### src/rtl/mem_access_pkg.sv
// mem_access_pkg
// Shared definitions for the rv32i memory-access stage and its lane aligner:
// opcode/exception vector widths and bit positions, load/store funct3
// encodings, the stage FSM state type and a misalignment helper.
package mem_access_pkg;

    localparam int OPCODE_WIDTH    = 8;
    localparam int EXCEPTION_WIDTH = 8;

    // One-hot opcode type bit positions
    localparam int OP_ALU     = 0;
    localparam int OP_ALU_IMM = 1;
    localparam int OP_LOAD    = 2;
    localparam int OP_STORE   = 3;
    localparam int OP_BRANCH  = 4;
    localparam int OP_JUMP    = 5;
    localparam int OP_UPPER   = 6;
    localparam int OP_SYSTEM  = 7;

    // Exception vector bit positions
    localparam int EXC_ILLEGAL_INSTR         = 0;
    localparam int EXC_INSTR_MISALIGNED      = 1;
    localparam int EXC_ECALL                 = 2;
    localparam int EXC_EBREAK                = 3;
    localparam int EXC_LOAD_ADDR_MISALIGNED  = 4;
    localparam int EXC_STORE_ADDR_MISALIGNED = 5;
    localparam int EXC_LOAD_ACCESS_FAULT     = 6;
    localparam int EXC_STORE_ACCESS_FAULT    = 7;

    // Load/store funct3 encodings
    localparam logic [2:0] F3_LB  = 3'b000;
    localparam logic [2:0] F3_LH  = 3'b001;
    localparam logic [2:0] F3_LW  = 3'b010;
    localparam logic [2:0] F3_LBU = 3'b100;
    localparam logic [2:0] F3_LHU = 3'b101;
    localparam logic [2:0] F3_SB  = 3'b000;
    localparam logic [2:0] F3_SH  = 3'b001;
    localparam logic [2:0] F3_SW  = 3'b010;

    typedef enum logic {
        ST_IDLE,
        ST_BUSY
    } mem_state_t;

    // Halfwords must sit on even addresses, words on multiples of four.
    function automatic logic is_misaligned(input logic [2:0] funct3,
                                           input logic [1:0] lane);
        case (funct3[1:0])
            2'b01:   return lane[0];
            2'b10:   return lane != 2'b00;
            default: return 1'b0;
        endcase
    endfunction

endpackage

### src/rtl/mem_lane_align.sv
// mem_lane_align
// Combinational byte-lane helper: builds byte enables and lane-replicated
// store data, and extracts/extends load data from a bus word.
// Ports:
//   funct3      access size/sign
//   lane        address bits [1:0]
//   store_data  register value to be stored
//   load_word   raw word returned by the bus
//   byte_sel    byte enables (shifted within 4 bits, upper lanes drop off)
//   store_word  store data replicated across lanes
//   load_data   aligned, sign/zero-extended load result
module mem_lane_align
    import mem_access_pkg::*;
(
    input  logic [2:0]  funct3,
    input  logic [1:0]  lane,
    input  logic [31:0] store_data,
    input  logic [31:0] load_word,
    output logic [3:0]  byte_sel,
    output logic [31:0] store_word,
    output logic [31:0] load_data
);

    logic [7:0]  ld_byte;
    logic [15:0] ld_half;

    // Replicating the store data means whichever lanes are enabled already
    // see the right bytes, so no barrel shifter is needed.
    always_comb begin
        byte_sel   = 4'b1111;
        store_word = store_data;
        case (funct3[1:0])
            2'b00: begin
                byte_sel   = 4'b0001 << lane;
                store_word = {4{store_data[7:0]}};
            end
            2'b01: begin
                byte_sel   = 4'b0011 << lane;
                store_word = {2{store_data[15:0]}};
            end
            default: begin
                byte_sel   = 4'b1111;
                store_word = store_data;
            end
        endcase
    end

    always_comb begin
        ld_byte = load_word[7:0];
        case (lane)
            2'd0:    ld_byte = load_word[7:0];
            2'd1:    ld_byte = load_word[15:8];
            2'd2:    ld_byte = load_word[23:16];
            default: ld_byte = load_word[31:24];
        endcase
        ld_half = lane[1] ? load_word[31:16] : load_word[15:0];

        load_data = load_word;
        case (funct3)
            F3_LB:   load_data = {{24{ld_byte[7]}}, ld_byte};
            F3_LBU:  load_data = {24'b0, ld_byte};
            F3_LH:   load_data = {{16{ld_half[15]}}, ld_half};
            F3_LHU:  load_data = {16'b0, ld_half};
            default: load_data = load_word;
        endcase
    end

endmodule

### src/rtl/mem_access.sv
// mem_access
// Memory-access stage of the rv32i pipeline. Issues loads/stores on a
// req/ack data bus, formats load data, and forwards rd/pc/exception state to
// writeback while stalling upstream during outstanding transfers.
// Optional macro MISALIGN_TRAP_EN: misaligned loads/stores raise an address
// misaligned exception instead of wrapping into byte lanes.
// Ports:
//   clk, rstn           clock, synchronous active-low reset
//   prev_*              execute-stage outputs (address, store data, rd, pc...)
//   prev_clk_en         incoming stage valid
//   prev_stall/flush    downstream stall/flush requests
//   dmem_*              data-memory bus (req/ack handshake)
//   rd, rd_wdata, rd_w_en, rd_valid, opcode_type, exception, funct3, pc
//                       registered results to writeback
//   clk_en              next-stage valid
//   stall, flush        stall/flush towards upstream
module mem_access
    import mem_access_pkg::*;
#(
    parameter int BUS_TIMEOUT = 255
) (
    input  logic                       clk,
    input  logic                       rstn,
    input  logic [31:0]                prev_alu_result,
    input  logic [31:0]                prev_rs2_data,
    input  logic [2:0]                 prev_funct3,
    input  logic [OPCODE_WIDTH-1:0]    prev_opcode_type,
    input  logic [EXCEPTION_WIDTH-1:0] prev_exception,
    input  logic [4:0]                 prev_rd,
    input  logic [31:0]                prev_rd_wdata,
    input  logic                       prev_rd_w_en,
    input  logic                       prev_rd_valid,
    input  logic [31:0]                prev_pc,
    input  logic                       prev_clk_en,
    input  logic                       prev_stall,
    input  logic                       prev_flush,
    output logic                       dmem_req,
    output logic                       dmem_we,
    output logic [31:0]                dmem_addr,
    output logic [31:0]                dmem_wdata,
    output logic [3:0]                 dmem_sel,
    input  logic                       dmem_ack,
    input  logic [31:0]                dmem_rdata,
    output logic [4:0]                 rd,
    output logic [31:0]                rd_wdata,
    output logic                       rd_w_en,
    output logic                       rd_valid,
    output logic [OPCODE_WIDTH-1:0]    opcode_type,
    output logic [EXCEPTION_WIDTH-1:0] exception,
    output logic [2:0]                 funct3,
    output logic [31:0]                pc,
    output logic                       clk_en,
    output logic                       stall,
    output logic                       flush
);

    localparam int CNT_W = (BUS_TIMEOUT > 1) ? $clog2(BUS_TIMEOUT) : 1;
    localparam logic [CNT_W-1:0] CNT_LAST = CNT_W'((BUS_TIMEOUT > 0) ? BUS_TIMEOUT - 1 : 0);

    mem_state_t                 state, next_state;
    logic [CNT_W-1:0]           busy_cnt;
    logic                       done_pending;
    logic                       skid_fault;
    logic [31:0]                skid_rdata;
    logic                       kill_pending;

    logic                       is_load, is_store, mem_op, exc_in;
    logic                       trap_misalign, need_bus, issue, complete;
    logic                       timeout_hit, own_stall, mem_done_now, fault_now;
    logic [31:0]                load_now;
    logic [EXCEPTION_WIDTH-1:0] gen_exc, exc_out;
    logic [3:0]                 sel_c;
    logic [31:0]                wdata_c, load_fmt;

    mem_lane_align u_align (
        .funct3     (prev_funct3),
        .lane       (prev_alu_result[1:0]),
        .store_data (prev_rs2_data),
        .load_word  (dmem_rdata),
        .byte_sel   (sel_c),
        .store_word (wdata_c),
        .load_data  (load_fmt)
    );

    assign is_load  = prev_opcode_type[OP_LOAD];
    assign is_store = prev_opcode_type[OP_STORE];
    assign mem_op   = prev_clk_en & ~prev_flush & (is_load | is_store);
    assign exc_in   = |prev_exception;

`ifdef MISALIGN_TRAP_EN
    assign trap_misalign = mem_op & ~exc_in & is_misaligned(prev_funct3, prev_alu_result[1:0]);
`else
    assign trap_misalign = 1'b0;
`endif

    // done_pending marks a transfer that already finished while downstream
    // was stalled, so the still-presented instruction must not re-issue.
    assign need_bus    = mem_op & ~exc_in & ~trap_misalign & ~done_pending;
    assign timeout_hit = (BUS_TIMEOUT != 0) && (state == ST_BUSY) && !dmem_ack
                         && (busy_cnt == CNT_LAST);
    assign complete    = (state == ST_BUSY) & (dmem_ack | timeout_hit);
    // The BUSY term ignores prev_flush: a flushed transfer still runs to ack.
    assign own_stall   = ((state == ST_IDLE) & need_bus) | ((state == ST_BUSY) & ~complete);
    assign stall       = prev_stall | own_stall;
    assign flush       = prev_flush;
    assign issue       = (state == ST_IDLE) & need_bus & ~prev_stall;

    assign mem_done_now = done_pending | complete;
    assign fault_now    = done_pending ? skid_fault : timeout_hit;
    assign load_now     = done_pending ? skid_rdata : load_fmt;

    // Exceptions raised here are ORed onto whatever arrived from upstream.
    always_comb begin
        gen_exc = '0;
        if (mem_done_now && fault_now) begin
            if (is_load) gen_exc[EXC_LOAD_ACCESS_FAULT]  = 1'b1;
            else         gen_exc[EXC_STORE_ACCESS_FAULT] = 1'b1;
        end
        if (trap_misalign) begin
            if (is_load) gen_exc[EXC_LOAD_ADDR_MISALIGNED]  = 1'b1;
            else         gen_exc[EXC_STORE_ADDR_MISALIGNED] = 1'b1;
        end
        exc_out = prev_exception | gen_exc;
    end

    always_comb begin
        next_state = state;
        case (state)
            ST_IDLE: if (issue)    next_state = ST_BUSY;
            ST_BUSY: if (complete) next_state = ST_IDLE;
            default:               next_state = ST_IDLE;
        endcase
    end

    always_ff @(posedge clk) begin
        if (!rstn) state <= ST_IDLE;
        else       state <= next_state;
    end

    // Bus registers are loaded at issue and held through BUSY; the counter
    // measures how long we have waited for ack.
    always_ff @(posedge clk) begin
        if (!rstn) begin
            dmem_req   <= 1'b0;
            dmem_we    <= 1'b0;
            dmem_addr  <= '0;
            dmem_wdata <= '0;
            dmem_sel   <= '0;
            busy_cnt   <= '0;
        end else if (issue) begin
            dmem_req   <= 1'b1;
            dmem_we    <= is_store;
            dmem_addr  <= {prev_alu_result[31:2], 2'b00};
            dmem_wdata <= wdata_c;
            dmem_sel   <= sel_c;
            busy_cnt   <= '0;
        end else if (complete) begin
            dmem_req   <= 1'b0;
        end else if (state == ST_BUSY) begin
            busy_cnt   <= busy_cnt + CNT_W'(1);
        end
    end

    // Skid holds a finished transfer's result until downstream releases the
    // stall; kill_pending remembers a flush seen while the bus was busy.
    always_ff @(posedge clk) begin
        if (!rstn) begin
            done_pending <= 1'b0;
            skid_fault   <= 1'b0;
            skid_rdata   <= '0;
            kill_pending <= 1'b0;
        end else if (!stall) begin
            done_pending <= 1'b0;
            kill_pending <= 1'b0;
        end else begin
            if (complete && prev_stall) begin
                done_pending <= 1'b1;
                skid_rdata   <= load_fmt;
                skid_fault   <= timeout_hit;
            end
            if (((state == ST_BUSY) || done_pending) && prev_flush)
                kill_pending <= 1'b1;
        end
    end

    // Stage registers advance only when nothing stalls; a stall of our own
    // with downstream free inserts a bubble instead.
    always_ff @(posedge clk) begin
        if (!rstn) begin
            clk_en      <= 1'b0;
            exception   <= '0;
            rd_w_en     <= 1'b0;
            rd_valid    <= 1'b0;
            rd          <= '0;
            rd_wdata    <= '0;
            pc          <= '0;
            funct3      <= '0;
            opcode_type <= '0;
        end else if (!stall) begin
            clk_en      <= prev_clk_en & ~prev_flush & ~kill_pending;
            exception   <= exc_out;
            rd_w_en     <= prev_rd_w_en & ~(|exc_out);
            rd          <= prev_rd;
            pc          <= prev_pc;
            funct3      <= prev_funct3;
            opcode_type <= prev_opcode_type;
            if (is_load && mem_done_now && !fault_now) begin
                rd_wdata <= load_now;
                rd_valid <= 1'b1;
            end else begin
                rd_wdata <= prev_rd_wdata;
                rd_valid <= prev_rd_valid & ~(is_load & (|exc_out));
            end
        end else if (!prev_stall) begin
            clk_en <= 1'b0;
        end
    end

endmodule

### config.mk
export PLATFORM = sky130hd
export DESIGN_NAME = mem_access
export DESIGN_NICKNAME = d
export VERILOG_FILES = /design/src/rtl/mem_access_pkg.sv /design/src/rtl/mem_lane_align.sv /design/src/rtl/mem_access.sv
export SDC_FILE = /design/constraint.sdc
export NUM_CORES = 1
export LEC_CHECK = 0
export BUFFER_PORTS_ARGS = -buffer_cell sky130_fd_sc_hd__clkbuf_2
export CORE_MARGIN = 4
export CORE_UTILIZATION = 44
export CTS_CLUSTER_DIAMETER = 80
export DETAILED_ROUTE_END_ITERATION = 12
export GPL_TIMING_DRIVEN = 0
export PLACE_DENSITY = 0.73
export SLEW_MARGIN = 20
export SYNTH_ARGS = -nofsm -noshare
export SYNTH_HDL_FRONTEND = slang
export SYNTH_SLANG_ARGS = --single-unit
### constraint.sdc
create_clock -name clk -period 1.95 [get_ports clk]
set_clock_uncertainty 0.1 [all_clocks]
set_input_delay 0.39 -clock clk [delete_from_list [all_inputs] [get_ports clk]]
set_output_delay 0.39 -clock clk [all_outputs]
set_load 0.01 [all_outputs]
Yosys cells after proc, flatten, opt, wreduce, memory -nomap -nowiden

Cells that the tools add are included.

Logic and storage cells: 98
Bits in registers: 203
Output and inout bits: 163
Bits of input ports: 192

Bitwise logic cells: 28
Muxes and demuxes: 19
Reduce and logical (&&, ||, !) cells: 20
Equality and inequality tests: 8
Shift operators: 2
Add/subtract/negate cells: 1

Operators by type and width:

| cell                                                | number |
|---|---|
| case mux 32 bit (4 select lines)                    | 1 |
| two-way mux 32 bit                                  | 2 |
| case mux 32 bit (2 select lines)                    | 1 |
| case mux 8 bit (3 select lines)                     | 1 |
| two-way mux 16 bit                                  | 1 |
| OR reduction 8 bit                                  | 2 |
| bitwise AND 1 bit                                   | 12 |
| two-way mux 1 bit                                   | 10 |
| inverter 1 bit                                      | 10 |
| adder 8 x 1 -> 8 bit, second input constant         | 1 |
| equality test 8 bit, second input constant          | 1 |
| bitwise OR 8 bit                                    | 1 |
| case mux 4 bit (2 select lines)                     | 1 |
| logical AND 1 bit                                   | 7 |
| equality test 3 bit, second input constant          | 2 |
| AND reduction 2 bit                                 | 3 |
| bitwise OR 1 bit                                    | 5 |
| equality test 2 x 1 -> 1 bit, second input constant | 2 |
| zero test 2 bit                                     | 2 |
| left shift 1 x 2 -> 4 bit, first input constant     | 1 |
| left shift 2 x 2 -> 4 bit, first input constant     | 1 |
| equality test 3 x 1 -> 1 bit, second input constant | 1 |
| zero test 3 bit                                     | 1 |
| equality test 2 bit, second input constant          | 1 |
| 7 further kinds                                     | 8 |

Depth between registers and ports, before layout

Gate-level depths: netlist of the first run.

Depth after elaboration: 14
Mapped depth: 11
Depth with buffers taken out: 8

Hierarchy

Synthesis of the first run repeated with hierarchy kept, for this count alone.

Cell total of the unflattened synthesis: 1238
Area, all modules: 10202.3 µm²

By module, submodules not included:

| module         | area an instance (µm²) | sequential area each (µm²) | times used | cells an instance |
|---|---|---|---|---|
| mem_access     | 8695.8                 | 4063.9                     | 1          | 1034 |
| mem_lane_align | 1506.4                 | 0.0                        | 1          | 204 |

Worst setup path after synthesis of the first run

Ideal clock, no wire load.

Path kind: input-to-reg
Start point: input prev_alu_result[1]
End point: register rd_wdata[15]
Stages on the path: 6
Data arrival time: 1.834 ns
Path buffers: 1
Path slack: -0.105 ns
Cell sequence: buf_4 -> mux4_2 -> a31oi_1 -> o21ai_1 -> a22oi_1 -> a21oi_1

Word-level cells in the longest chain between the ends: 5

RTL lines:

| element                                           | RTL line             | source |
|---|---|---|
| start: declaration                                | mem_access.sv:24     | `input logic [31:0] prev_alu_result,` |
| equality test 2 bit, or another cell as far along | mem_lane_align.sv:50 | `case (lane)` |
| case mux 8 bit (3 select lines)                   | mem_lane_align.sv:50 |  |
| case mux 32 bit (4 select lines) *                | mem_lane_align.sv:59 | `case (funct3)` |
| two-way mux 32 bit *                              | mem_access.sv:110    | `assign load_now = done_pending ? skid_rdata : load_fmt;` |
| two-way mux 32 bit *                              | mem_access.sv:207    | `if (is_load && mem_done_now && !fault_now) begin` |
| end signal: assignment                            | mem_access.sv:208    | `rd_wdata <= load_now;` |
| end signal: assignment                            | mem_access.sv:211    | `rd_wdata <= prev_rd_wdata;` |
| end: declaration                                  | mem_access.sv:45     | `output logic [31:0] rd_wdata,` |

Every way passes the cells marked *; elsewhere a longest branch is shown, timed or not.
A chain may end at the register's enable or synchronous reset.

Worst setup path in the final report of the first run

Start point: register busy_cnt[0]
End point: output stall

Word-level cells in the longest chain between the ends: 8

RTL lines:

| element                  | RTL line          | source |
|---|---|---|
| start: declaration       | mem_access.sv:61  | `logic [CNT_W-1:0] busy_cnt;` |
| start signal: assignment | mem_access.sv:160 | `busy_cnt <= busy_cnt + CNT_W'(1);` |
| equality test 8 bit      | mem_access.sv:100 | `&& (busy_cnt == CNT_LAST);` |
| logical AND 1 bit        | mem_access.sv:100 |  |
| bitwise OR 1 bit         | mem_access.sv:101 | `assign complete = (state == ST_BUSY) & (dmem_ack \| timeout_hit);` |
| bitwise AND 1 bit        | mem_access.sv:101 |  |
| inverter 1 bit (no line) | --                |  |
| bitwise AND 1 bit        | mem_access.sv:103 | `assign own_stall = ((state == ST_IDLE) & need_bus) \| ((state == ST_BUSY) & ~complete);` |
| bitwise OR 1 bit         | mem_access.sv:103 |  |
| bitwise OR 1 bit         | mem_access.sv:104 | `assign stall = prev_stall \| own_stall;` |
| end: declaration         | mem_access.sv:53  | `output logic stall,` |

No other way between the ends.

==> impl.org, run 1 <==
** Run status
- The run finished, with violations left.
- Violated checks :: setup timing

** Worst hold path
- Hold Path Class :: input pin to register
- WHS Endpoint :: dmem_addr[24]$_SDFFE_PN0P_
- Hold Path Depth :: 3
- Startpoint of the tightest hold check path :: prev_alu_result[24]

** GRT
- Entering global routing, the biggest net connects 13 pins.
- The layer flagged by global routing as most heavily used is met2.
- Global routing used 34.89% of the available met1 tracks.
- In the global route stage, met3 resource usage came out at 7.185%.
- Antenna violations before repair :: 0
- Overflow left after global routing :: 0
- Global routing met2 resource utilization :: 45.51%
- Global routing used 27.46% of the available tracks.
- Vias in the first global route :: 9832
- Global-route wire length before repair :: 52.82 mm

** Worst setup path
- Number of cells on the worst reg-to-reg path :: 8
- Worst setup slack for register-to-register paths :: -0.39 ns
- Required time reported for the critical path endpoint :: 1.46 ns
- R2r endpoint :: dmem_wdata[20]$_SDFFE_PN0P_
- R2R Path Start :: done_pending$_SDFFE_PN0P_
- The critical path in this run is classified as register to output port.
- STA puts the critical path data arrival time at 1.93 ns.
- Sort of element at the start of the critical path :: register
- Stage delay of the slowest cell on the critical path :: 0.35 ns
- Slowest cell on crit path :: sky130_fd_sc_hd__dfxtp_4
- Counting both buffers and inverters, the worst setup path holds a total of 4.
- Max Fanout on Critical Path :: 3
- STA classifies the critical path endpoint as an output port.
- Among cell families on the critical path, the largest total delay comes from buffers and inverters.
- The signal on the critical path passes through inv_4 -> ha_4 -> nand3_4 -> o211a_4 -> nor3b_4 -> inv_2 -> buf_8 -> buf_6.

** Pwr
- Power spread over the standard cell area amounts to 764.8 nW/um^2.
- The design draws 0.009636 W.
- In this run the static leakage power is 5.750 nW.
- IR drop worst, VDD :: 0.0005712 V

** Clock tree
- Clock-pin slew reported for the worst setup and hold paths after clock tree synthesis :: 0.06 ns
- H-tree levels :: 1
- Maximum clock path buffer count :: 3
- Clock root buffer :: sky130_fd_sc_hd__clkbuf_16
- At the later pin of the worst-skew pair, clock insertion delay measures 0.51 ns.
- CTS buffer count :: 23
- TritonCTS built the clock tree.
- Number of sinks driven by the clock tree :: 203

** Route
- In this run, the number of DRC markers left after iteration 0 of detailed routing was 580.
- Post-Route WL :: 34.03 mm
- Via count :: 10022
- Dividing the detail-routed via count by the number of cells gives 5.477.
- Once detail routing completed, the nets flagged for antenna violations numbered 0.
- Mean routed wirelength per cell :: 18.60 um
- DRC errors left :: 0
- The first TritonRoute pass finished after 5 iterations.

** Logic synthesis
- Sequential fraction of the synthesis area :: 44.26%
- Synthesis inferred 203 register bits.
- Proportion of synthesized flip-flops having asynchronous set or reset :: 0%
- The Yosys step of the flow raised 0 warnings.
- Mean instance size in the synthesized netlist :: 8.083 sq um
- Post-synth design cell area :: 9183 sq um
- Summed over all instances, the cell type with the most area after synthesis is sky130_fd_sc_hd__dfxtp_1.
- The netlist uses 53 different library cells.
- For this run, the leading register cell type out of synthesis is sky130_fd_sc_hd__dfxtp_1.
- Yosys mapped a number of flops with a built-in enable equal to 0.
- Leading post-synthesis cells by cell area :: sky130_fd_sc_hd__dfxtp_1 44%, sky130_fd_sc_hd__nand2_1 12%, sky130_fd_sc_hd__a21boi_0 6.7%
- Cell count after synthesis :: 1136
- Synth top area share :: 44.26%

** Die
- For this configuration, the core starts out at a cell density of 45.09%.
- Top Ports :: 355
- Measured along the x axis, the die boundary spans 152.5 um.
- Die span in y :: 152.5 um
- After floorplanning, the core was divided into 52 placement rows.
- The region available for standard cell placement spans 20360 sq um.
- Total Die Area :: 23240 sq um

** STA
- Setup violations remaining at the end of the flow were counted as 161.
- Transition at the pin with the smallest max-transition slack :: 0.7783 ns
- Setup repair after global routing missed its margin :: true
- The final hold violation count came to 0.
- Headroom to the max-slew limit came out at 48.11%.
- Final cycle utilization of the critical path :: 124.0%
- Final Worst Setup Slack :: -0.4671 ns
- Number of max-slew violations in the final report :: 0
- For this run, the top clock speed supported by timing is 413.7 MHz.
- Final worst path period need :: 2.417 ns

** Final layout
- In the final layout, the share of cells above drive strength 1 is 30.32%.
- Core occupancy in the finished layout :: 61.87%
- Summing all flip-flop and latch instances after layout gives 4079 sq um.
- The multi-input combinational cells in the finished layout cover a total of 4636 sq um.
- Number of nets at the end of the flow :: 1740
- Layout-stage area growth over the synthesis result :: 37.21%
- The count of cells in the finished layout, fillers not included, comes to 1830.
- Antenna Cells :: 0
- Filler cell count :: 1846

** Placement
- Cell count after placement :: 1755
- Half-perimeter wire length after detailed placement :: 25.57 mm
- At the end of routability-driven placement, the weighted congestion stood at 0.9739.
- Before CTS, the worst setup slack after placement is -0.8727 ns.
- Number of port buffers :: 348

** Job
- Number of maximum-capacitance violations :: 0
cell families after synthesis:
group	after synthesis	synth area share, %
xor+xnor	5	0.4769
buf+inv	142	6.309
fa+ha+maj	2	0.2725
simple gates	378	17.11
flops	203	44.26
compound gates	379	27.86
mux	26	3.665
other cells	1	0.04084
power by group:
group	switching [W]	internal, W
Sequential	0.0000593	0.00426
Clock	0.00171	0.00245
Combinational	0.000648	0.000516
Total	0.00242	0.00722
repair_timing:
item / in CTS / in global routing
setup buffers: 16 / 1
gates resized for setup: 54 / 18
endpoints found under the setup margin: 200 / 202
hold buffers: 30 / 0
hold endpoints to repair: 30 / 0
pin swaps: 4 / 4
gates cloned: 2 / 0
tightest hold or removal path, delay by kind of cell:
kind,cells,cell delay [ns]
AO/OA/AOI/OAI,1,0.06
buffers and inverters,1,0.08
AND/OR/NAND/NOR,1,0.04
synth_stat cells (all sizes together), types with 4 or more instances:
master and count:
clkbuf 71, a221oi 5, o211ai 10, nand3 22
nand2b 6, a22oi 16, o211a 20, and2 16
mux2i 19, buf 31, xor2 4, a31oi 48
dfxtp 203, nand2 293, nor2b 4, mux4 6
a21oi 47, nor2 21, a22o 12, nand4 4
a221o 12, inv 39, a21boi 106, o22ai 4
o21ai 88
worst max-delay path by stage:
stage / start / cells past startpoint / end
final: busy_cnt[0]$_SDFFE_PP0P_ / 8 / stall
after global routing: busy_cnt[0]$_SDFFE_PP0P_ / 8 / stall
after CTS: busy_cnt[0]$_SDFFE_PP0P_ / 9 / stall
after detailed placement: prev_exception[0] / 8 / dmem_wdata[20]$_SDFFE_PN0P_
after global placement: prev_exception[0] / 7 / dmem_sel[0]$_SDFFE_PN0P_
after floorplan: busy_cnt[0]$_SDFFE_PP0P_ / 8 / stall
flip-flops by register name, summed over array words and instances, names as in the netlist:
register / cells
dmem_wdata: 32
pc: 32
rd_wdata: 32
skid_rdata: 32
dmem_addr: 30
busy_cnt: 8
exception: 8
opcode_type: 8
rd: 5
dmem_sel: 4
funct3: 3
clk_en: 1
dmem_req: 1
dmem_we: 1
done_pending: 1
kill_pending: 1
rd_valid: 1
rd_w_en: 1
skid_fault: 1
state: 1
metrics by stage:
stage / cell area (sq um) / setup TNS (ns) / hold slack (ns)
2_1_floorplan: 9256 / -0.005790 / 0.3285
3_3_place_gp: 11340 / -124.09 / 0.3401
3_5_place_dp: 11340 / -118.44 / 0.3459
4_1_cts: 12570 / -23.08 / 0.0001010
5_1_grt: 12600 / -50.02 / 0.01020
6_report: 12600 / -25.36 / 0.01315
cell type report:
| cell class | instances | area share [%] |
|---|---|---|
| Multi-Input combinational cell | 792 | 36.79 |
| Sequential cell | 203 | 32.37 |
| Timing Repair Buffer | 389 | 17.06 |
| Clock buffer | 34 | 5.213 |
| Buffer | 97 | 4.240 |
| Tap cell | 270 | 2.681 |
| Inverter | 40 | 1.212 |
| Clock inverter | 5 | 0.4270 |
per-layer routing:
metal	part of all wire, %	vias up
met4	3.6	0
met1	41	4673
li1	-	4758
met2	47	500
met3	9.0	91
met5	0	-
cell usage in the layout, fill, tap and decap left out, types with 4 or more instances in the layout:
cell,n
sky130_fd_sc_hd__clkbuf_2,367
sky130_fd_sc_hd__nand2_1,291
sky130_fd_sc_hd__dfxtp_1,197
sky130_fd_sc_hd__o21ai_0,84
sky130_fd_sc_hd__a21boi_0,80
sky130_fd_sc_hd__clkbuf_1,51
sky130_fd_sc_hd__a21oi_1,47
sky130_fd_sc_hd__a31oi_1,45
sky130_fd_sc_hd__inv_1,37
sky130_fd_sc_hd__dlygate4sd3_1,30
sky130_fd_sc_hd__a21boi_1,26
sky130_fd_sc_hd__buf_4,24
sky130_fd_sc_hd__clkbuf_16,24
sky130_fd_sc_hd__nand3_1,21
sky130_fd_sc_hd__nor2_1,20
sky130_fd_sc_hd__mux2i_1,19
sky130_fd_sc_hd__o211a_1,19
sky130_fd_sc_hd__and2_1,16
sky130_fd_sc_hd__a22oi_1,16
sky130_fd_sc_hd__a22o_1,12
sky130_fd_sc_hd__a221o_1,12
sky130_fd_sc_hd__o211ai_1,10
sky130_fd_sc_hd__buf_2,7
sky130_fd_sc_hd__mux4_2,6
sky130_fd_sc_hd__nand2b_1,6
sky130_fd_sc_hd__clkbuf_8,6
sky130_fd_sc_hd__a221oi_1,5
sky130_fd_sc_hd__buf_6,5
sky130_fd_sc_hd__nand4_1,4
sky130_fd_sc_hd__nor2b_1,4
sky130_fd_sc_hd__o21ai_1,4
sky130_fd_sc_hd__o22ai_1,4
sky130_fd_sc_hd__xor2_1,4
(Power assumes the default switching activity.)
==> inputs of run 2 (changes only) <==
--- a/config.mk
+++ b/config.mk
@@ -11,7 +11,7 @@
 export CTS_CLUSTER_DIAMETER = 80
 export DETAILED_ROUTE_END_ITERATION = 12
 export GPL_TIMING_DRIVEN = 0
-export PLACE_DENSITY = 0.73
+export PLACE_DENSITY = 0.79
 export SLEW_MARGIN = 20
 export SYNTH_ARGS = -nofsm -noshare
 export SYNTH_HDL_FRONTEND = slang
==> impl.org, run 2 (synthesized netlist as in run 1, its figures left out) <==
** Run status
- Outcome :: finished with violations
- Violated checks :: setup timing

** Final layout
- The multi-input gate area in the final layout is 4705 sq um (+1.5%).
- The ratio of cells with drive above 1 in the final layout was 32.00% (+1.7 points).
- The final net count is 1728 (-0.69%).
- Layout-stage area growth over the synthesis result :: 39.08%
- Core occupancy in the finished layout :: 62.71% (+0.84 points)
- Most common library cell in the layout ignoring fill and taps :: sky130_fd_sc_hd__clkbuf_2
- The register cell area after layout is 4079 sq um (unchanged).
- The non-filler instance count after layout is 1820 (-0.55%).
- The library cells used most frequently in the layout, excluding fill and tap cells, are 362 x sky130_fd_sc_hd__clkbuf_2, 288 x sky130_fd_sc_hd__nand2_1, 197 x sky130_fd_sc_hd__dfxtp_1.
- The number of filler cells placed in the layout came to 1745 (-5.5%).
- Antenna Cells :: 0 (unchanged)

** Die
- The initial core utilization is 45.09% (unchanged).
- The number of ports placed on the die boundary is 355 (unchanged).
- Row Count :: 52 (unchanged)
- The x dimension of the die was 152.5 um (unchanged).
- The area of the core is 20360 sq um (unchanged).
- Die span in y :: 152.5 um (unchanged)
- Total Die Area :: 23240 sq um (unchanged)

** Route
- The total wirelength of the detailed-routed design came to 34.14 mm (+0.31%).
- Via count :: 9984 (-0.38%)
- DRC errors left :: 0 (unchanged)
- Number of nets with antenna violations after detailed routing :: 0 (unchanged)
- Mean routed wirelength per cell :: 18.76 um (+0.87%)
- The number of DRC violations after detailed-routing iteration 0 was 720 (+24%).
- The detailed-routing iteration count for the pre-antenna-repair pass came to 5 (unchanged).
- The via density per instance is 5.486 (+0.17%).

** Clock tree
- Number of sinks driven by the clock tree :: 203 (unchanged)
- The tree is rooted in a sky130_fd_sc_hd__clkbuf_16.
- Clock Latency Late Sink :: 0.51 ns (about the same)
- Maximum clock path buffer count :: 3 (unchanged)
- The clock-pin slew of the registers on the worst-case setup and hold paths came to 0.06 ns (about the same).
- CTS tree :: done
- The H-tree depth reported by CTS came to 1 (unchanged).
- The number of clock buffers inserted by TritonCTS was 23 (unchanged).

** Pwr
- The largest vdd supply drop came to 0.0006093 V (+6.7%).
- The relative contribution of the clock network to total power is 46.1% (+3.0 points).
- Switch share :: 24.46% (-0.60 points)
- The fraction of power consumed by sequential logic is 42.7% (-2.1 points).
- Switching pwr :: 0.002472 W (+2.4%)
- Total power divided by cell area :: 791.4 nW/um^2 (+3.5%)
- The combinational share of power came to 11.2% (-0.9 points).
- The internal power component came to 0.007635 W (+5.7%).
- Standby leakage power :: 5.813 nW (+1.1%)

** Worst setup path
- The data arrival at the endpoint of the critical path came to 2.04 ns (+0.11 ns).
- Required time reported for the critical path endpoint :: 1.46 ns (about the same)
- STA classifies the critical path startpoint as a register.
- The stage delay of the slowest cell on the critical path came to 0.35 ns (about the same).
- Walking the worst path, the cells encountered are inv_4 -> ha_4 -> nand3_4 -> o211a_4 -> nor3b_4 -> inv_2 -> clkbuf_16 -> buf_6.
- Slowest cell on crit path :: sky130_fd_sc_hd__dfxtp_4
- Critical Setup Path Class :: register to output port
- CP endpoint kind :: output port
- The number of buffer and inverter instances along the worst setup path came to 4 (unchanged).
- Max Fanout on Critical Path :: 3 (unchanged)
- The kind of cell with the highest combined delay along the critical path is buffers and inverters.

** GRT
- The remaining global-route overflow is 0 (unchanged).
- The total global-route track usage came to 27.84% (+0.38 points).
- The global-route wire length before repair came to 53.32 mm (+0.94%).
- The maximum number of pins on one net before global-route repair is 14 (+1).
- Antenna violations before repair :: 0 (unchanged)
- Vias in the first global route :: 9874 (+0.43%)

** Placement
- The detailed-placement wirelength estimate came to 25.54 mm (-0.13%).
- Worst slack at placement :: -0.8395 ns (+0.03323 ns)
- The cell count after placement is 1755 (unchanged).
- Number of port buffers :: 348 (unchanged)
- Gpl congestion :: 0.9781 (+0.43%)

** STA
- Worst slew margin relative to its limit :: 47.80% (-0.31 points)
- The post-route worst setup slack was -0.5779 ns (-0.1107 ns).
- Number of max-slew violations in the final report :: 0 (unchanged)
- The final hold violation count is 0 (unchanged).
- Setup repair after global routing missed its margin :: true
- Final cycle utilization of the critical path :: 129.6% (+5.7 points)
- Maximum clock rate :: 395.6 MHz (-4.4%)
- Final worst path period need :: 2.528 ns (+0.1107 ns)
- The final setup violation count is 111 (-31%).
- Transition at the pin with the smallest max-transition slack :: 0.7830 ns (+0.004713 ns)

** Job
- The total of max-cap violations is 0 (unchanged).

** Worst hold path
- The worst hold path belongs to the class input pin to register.
==> run 2: cell count changes in the layout (fill, tap and decap cells not counted), sizes merged <==
cell	before	now
buf	40	48
clkbuf	450	443
dlygate4sd3	30	15
clkinv	4	3
bufinv	1	4
clkinvlp	0	2
==> run 2: worst paths after layout <==
kind	startpoint	endpoint	slack [ns]	cells past startpoint
setup / recovery	busy_cnt[0]$_SDFFE_PP0P_	stall	-0.58	8
hold / removal	prev_alu_result[11]	dmem_addr[11]$_SDFFE_PN0P_	0.007	3
setup reg to reg	busy_cnt[0]$_SDFFE_PP0P_	pc[26]$_SDFFE_PN0P_	-0.24	10
hold reg to reg	dmem_addr[2]$_SDFFE_PN0P_	dmem_addr[2]$_SDFFE_PN0P_	0.35	2
==> run 2: layer usage <==
layer	wire (um)	track usage (%)	part of all wire, %
met1	13490	35.03	40
met2	16150	47.76	47
met3	3230	6.220	9.5
met4	1262	8.740	3.7
met5	0	0	0
==> run 2: worst reg2reg max path, stage by stage, from the launching register on <==
cell	delay, ns
sky130_fd_sc_hd__dfxtp_4	0.35
sky130_fd_sc_hd__inv_4	0.05
sky130_fd_sc_hd__ha_4	0.13
sky130_fd_sc_hd__nand3_4	0.07
sky130_fd_sc_hd__o211a_4	0.27
sky130_fd_sc_hd__nor3b_4	0.28
sky130_fd_sc_hd__buf_4	0.25
sky130_fd_sc_hd__buf_8	0.16
sky130_fd_sc_hd__buf_2	0.24
sky130_fd_sc_hd__nand2_1	0.09
sky130_fd_sc_hd__a21boi_1	0.13
==> run 2: metrics by stage <==
step                power [W]  cell area (sq um)  hold WS, ns  setup TNS, ns
finish                0.01011              12770     0.007001         -13.52
global route          0.01045              12770     0.003843         -32.27
CTS                   0.01014              12670   0.00009531         -22.72
detailed placement   0.005466              11340       0.3473        -113.39
global placement     0.005448              11340       0.3395        -105.77
floorplan            0.004939               9256       0.3285      -0.005790
==> run 2: power groups by stage <==
stage / combinational [W] / sequential, W / clock (W)
floorplan: 0.000482 / 0.00446 / 0
global placement: 0.00104 / 0.00441 / 0
detailed placement: 0.00106 / 0.00441 / 0
CTS: 0.00111 / 0.00431 / 0.00472
global route: 0.00123 / 0.00433 / 0.00489
finish: 0.00114 / 0.00432 / 0.00466
==> run 2: cell type report <==
cell class / count / area share [%]
clock buffers: 32 / 5.163
repair buffers: 376 / 15.71
flip-flops and latches: 203 / 31.94
plain buffers: 98 / 5.300
inverters: 40 / 1.195
clock inverters: 9 / 1.205
multi-input cells: 792 / 36.84
well taps: 270 / 2.645
==> run 2: timing repair <==
action / in CTS / in global routing
hold buffers: 15 / 0
setup endpoints to repair: 200 / 201
gates resized for setup: 90 / 61
endpoints found under the hold margin: 15 / 0
pin swaps: 5 / 5
buffers inserted: 13 / 1
==> inputs of run 3 (changes only) <==
--- a/config.mk
+++ b/config.mk
@@ -7,11 +7,11 @@
 export LEC_CHECK = 0
 export BUFFER_PORTS_ARGS = -buffer_cell sky130_fd_sc_hd__clkbuf_2
 export CORE_MARGIN = 4
-export CORE_UTILIZATION = 44
+export CORE_UTILIZATION = 31
 export CTS_CLUSTER_DIAMETER = 80
 export DETAILED_ROUTE_END_ITERATION = 12
 export GPL_TIMING_DRIVEN = 0
-export PLACE_DENSITY = 0.79
+export PLACE_DENSITY = 0.6
 export SLEW_MARGIN = 20
 export SYNTH_ARGS = -nofsm -noshare
 export SYNTH_HDL_FRONTEND = slang
==> impl.org, run 3 (synthesized netlist as in run 1, its figures left out) <==
** Die
- Starting utilization of the core area :: 31.73% (-13 points)
- Row Count :: 62 (+19%)
- The number of ports placed on the die boundary came to 355 (unchanged).
- Total Die Area :: 32440 sq um (+40%)
- Die span in y :: 180.1 um (+18%)
- The x dimension of the die came to 180.1 um (+18%).
- CORE AREA :: 28940 sq um (+42%)

** Final layout
- Most frequent cells in the layout :: 357 x sky130_fd_sc_hd__clkbuf_2, 267 x sky130_fd_sc_hd__nand2_1, 195 x sky130_fd_sc_hd__dfxtp_1
- The ratio of cells with drive above 1 in the final layout is 35.54% (+3.5 points).
- Relative to the synthesized area, the layout overhead comes to 57.21%.
- Post-Layout Inst Area :: 14440 sq um (+13%)
- The share of the core filled with cells in the final layout is 49.89% (-13 points).
- Most common library cell in the layout ignoring fill and taps :: sky130_fd_sc_hd__clkbuf_2
- The final net count came to 1823 (+5.5%).
- Filler cell count :: 2780 (+59%)

** STA
- Final worst path period need :: 2.449 ns (-0.07842 ns)
- Worst slew margin relative to its limit :: 49.01% (+1.2 points)
- The maximum operating frequency was 408.3 MHz (+3.2%).
- The worst hold slack was 0.0009598 ns (-0.006041 ns).
- The post-route worst setup slack is -0.4994 ns (+0.07842 ns).
- The slew of the pin with the lowest slew margin is 0.7649 ns (-0.01812 ns).
- Number of failing setup endpoints in the final timing report :: 166 (+50%)
- Setup TNS :: -17.08 ns (-3.559 ns)
- Final Hold Fails :: 0 (unchanged)
- Setup repair after global routing could not meet its margin everywhere.
- Number of max-slew violations in the final report :: 0 (unchanged)
- The portion of the clock cycle consumed by the worst path in the final layout is 125.6% (-4.0 points).

** Job
- The total of max-cap violations is 0 (unchanged).

** Worst setup path
- Max Fanout on Critical Path :: 2 (-1)
- The endpoint required time on the critical path was 1.46 ns (about the same).
- The critical path is of the register to output port type.
- Sort of element at the start of the critical path :: register
- The reg2reg setup slack is -0.26 ns (-0.02 ns).
- STA classifies the critical path endpoint as an output port.
- The data arrival at the endpoint of the critical path was 1.96 ns (-0.08 ns).

** Route
- The final routed DRC violation total was 0 (unchanged).
- DRT iter0 DRCs :: 701 (-2.6%)
- The total wirelength of the detailed-routed design came to 38.05 mm (+11%).
- Highest metal layer used by the detailed router :: met5
- Mean routed wirelength per cell :: 18.71 um (-0.26%)
- The final antenna-violating net count is 0 (unchanged).
- The sum of met3 wire segment lengths after detailed routing is 3.233 mm (about the same).
- Via count :: 10343 (+3.6%)
- Avg Vias per Cell :: 5.085 (-7.3%)
- The wire length the detailed router placed on met1 came to 15.41 mm (+14%).
- The detailed-routing iteration count for the pre-antenna-repair pass is 5 (unchanged).
- The routed length on met2 is 18.27 mm (+13%).

** Pwr
- Switching pwr :: 0.002649 W (+7.2%)
- The largest vdd supply drop was 0.0005247 V (-14%).
- The internal power component came to 0.007567 W (-0.89%).
- The post-route total power was 0.01022 W (+1.1%).
- Clock group share of total power :: 43.5% (-2.6 points)
- The net switching share of the total power is 25.93% (+1.5 points).
- Standby leakage power :: 6.464 nW (+11%)
- The combinational share of power came to 14.2% (+3.0 points).
- Total power divided by cell area :: 707.7 nW/um^2 (-11%)
- The fraction of power consumed by sequential logic came to 42.3% (-0.4 points).

** GRT
- Gr usage total :: 21.23% (-6.6 points)
- The maximum number of pins on one net before global-route repair is 13 (-1).
- Vias in the first global route :: 10098 (+2.3%)
- The remaining global-route overflow came to 0 (unchanged).
- The global-route wire length before repair is 56.34 mm (+5.7%).
- Antenna violations before repair :: 5 (+5)

** Clock tree
- Clock Latency Late Sink :: 0.53 ns (+0.02 ns)
- The clock sink count came to 203 (unchanged).
- CTS buffer count :: 25 (+8.7%)
- Clock-pin slew reported for the worst setup and hold paths after clock tree synthesis :: 0.06 ns (about the same)
- The tree is rooted in a sky130_fd_sc_hd__clkbuf_16.
- The H-tree depth reported by CTS was 1 (unchanged).
- TritonCTS built the clock tree.
- The maximum count of clock buffers along a single path came to 3 (unchanged).

** Run status
- Outcome :: finished with violations
- Violated checks :: setup timing

** Placement
- Placement-stage cell area :: 11480 sq um (+1.3%)
- The number of input and output port buffers inserted is 348 (unchanged).
- Half-perimeter wire length after detailed placement :: 27.48 mm (+7.6%)
- Gpl congestion :: 0.8920 (-8.8%)

** Worst hold path
- The tightest min-delay check is of the input pin to register type.
[run 3: changes by cell type in the layout (fill, tap and decap cells not counted), sizes merged]
cell / delta
bufinv: -3
diode: +4
clkinv: +2
dlygate4sd3: +62
buf: +20
clkbuf: +16
clkinvlp: -1
[run 3: path summary, 6_finish.rpt]
check / start / to / cells after the start
worst max-delay path: busy_cnt[0]$_SDFFE_PP0P_ / stall / 8
worst min-delay path: prev_rd_wdata[5] / rd_wdata[5]$_SDFFE_PN0P_ / 3
worst max register to register: done_pending$_SDFFE_PN0P_ / dmem_wdata[23]$_SDFFE_PN0P_ / 8
worst min register to register: opcode_type[0]$_SDFFE_PN0P_ / opcode_type[0]$_SDFFE_PN0P_ / 2
[run 3: through the flow]
| step | setup slack [ns] | std cells |
|---|---|---|
| 2_1_floorplan | -0.005790 | 1137 |
| 3_5_place_dp | -0.9696 | 1869 |
| 4_1_cts | -0.5813 | 2001 |
| 5_1_grt | -0.5946 | 2034 |
| 3_3_place_gp | -0.9109 | 1869 |
| 6_report | -0.4994 | 2034 |
[run 3: power by group through the flow]
stage                     Sequential [W]  Clock, W  Combinational [W]
after CTS                        0.00432   0.00453            0.00123
final                            0.00432   0.00445            0.00145
after global placement           0.00441         0            0.00107
after global routing             0.00433   0.00468            0.00156
after detailed placement         0.00441         0            0.00108
after floorplan                  0.00446         0           0.000482
[run 3: metal layers]
metal / global-route usage (%) / vias to the layer above
li1: - / 4948
met2: 35.64 / 439
met1: 26.86 / 4884
met5: 0 / -
met4: 6.443 / 2
met3: 5.632 / 70
[run 3: area by class of cell]
| class | count | area, sq um | share of cell area, % |
|---|---|---|---|
| buffer | 98 | 800.8 | 5.547 |
| timing repair buffer | 469 | 3117 | 21.59 |
| sequential | 203 | 4086 | 28.31 |
| inverter | 40 | 150.1 | 1.040 |
| multi-input combinational | 792 | 5021 | 34.78 |
| clock buffer | 37 | 700.7 | 4.854 |
| clock inverter | 7 | 70.07 | 0.4854 |
| tap | 384 | 480.5 | 3.328 |
| antenna | 4 | 10.01 | 0.06934 |
[run 3: worst max-delay path: stages (launching register included)]
cell                        delay, ns
sky130_fd_sc_hd__dfxtp_4         0.34
sky130_fd_sc_hd__inv_2           0.06
sky130_fd_sc_hd__ha_4            0.14
sky130_fd_sc_hd__nand3_4         0.06
sky130_fd_sc_hd__o211a_4         0.27
sky130_fd_sc_hd__nor3b_4         0.25
sky130_fd_sc_hd__inv_2           0.08
sky130_fd_sc_hd__clkbuf_16       0.15
sky130_fd_sc_hd__buf_6           0.11
[run 3: what timing repair did]
action,in CTS,in global routing
endpoints found under the hold margin,76,1
pin swaps,6,45
setup buffers,12,18
hold buffers,76,1
gates cloned,2,12
resized for setup,80,233
endpoints found under the setup margin,200,203
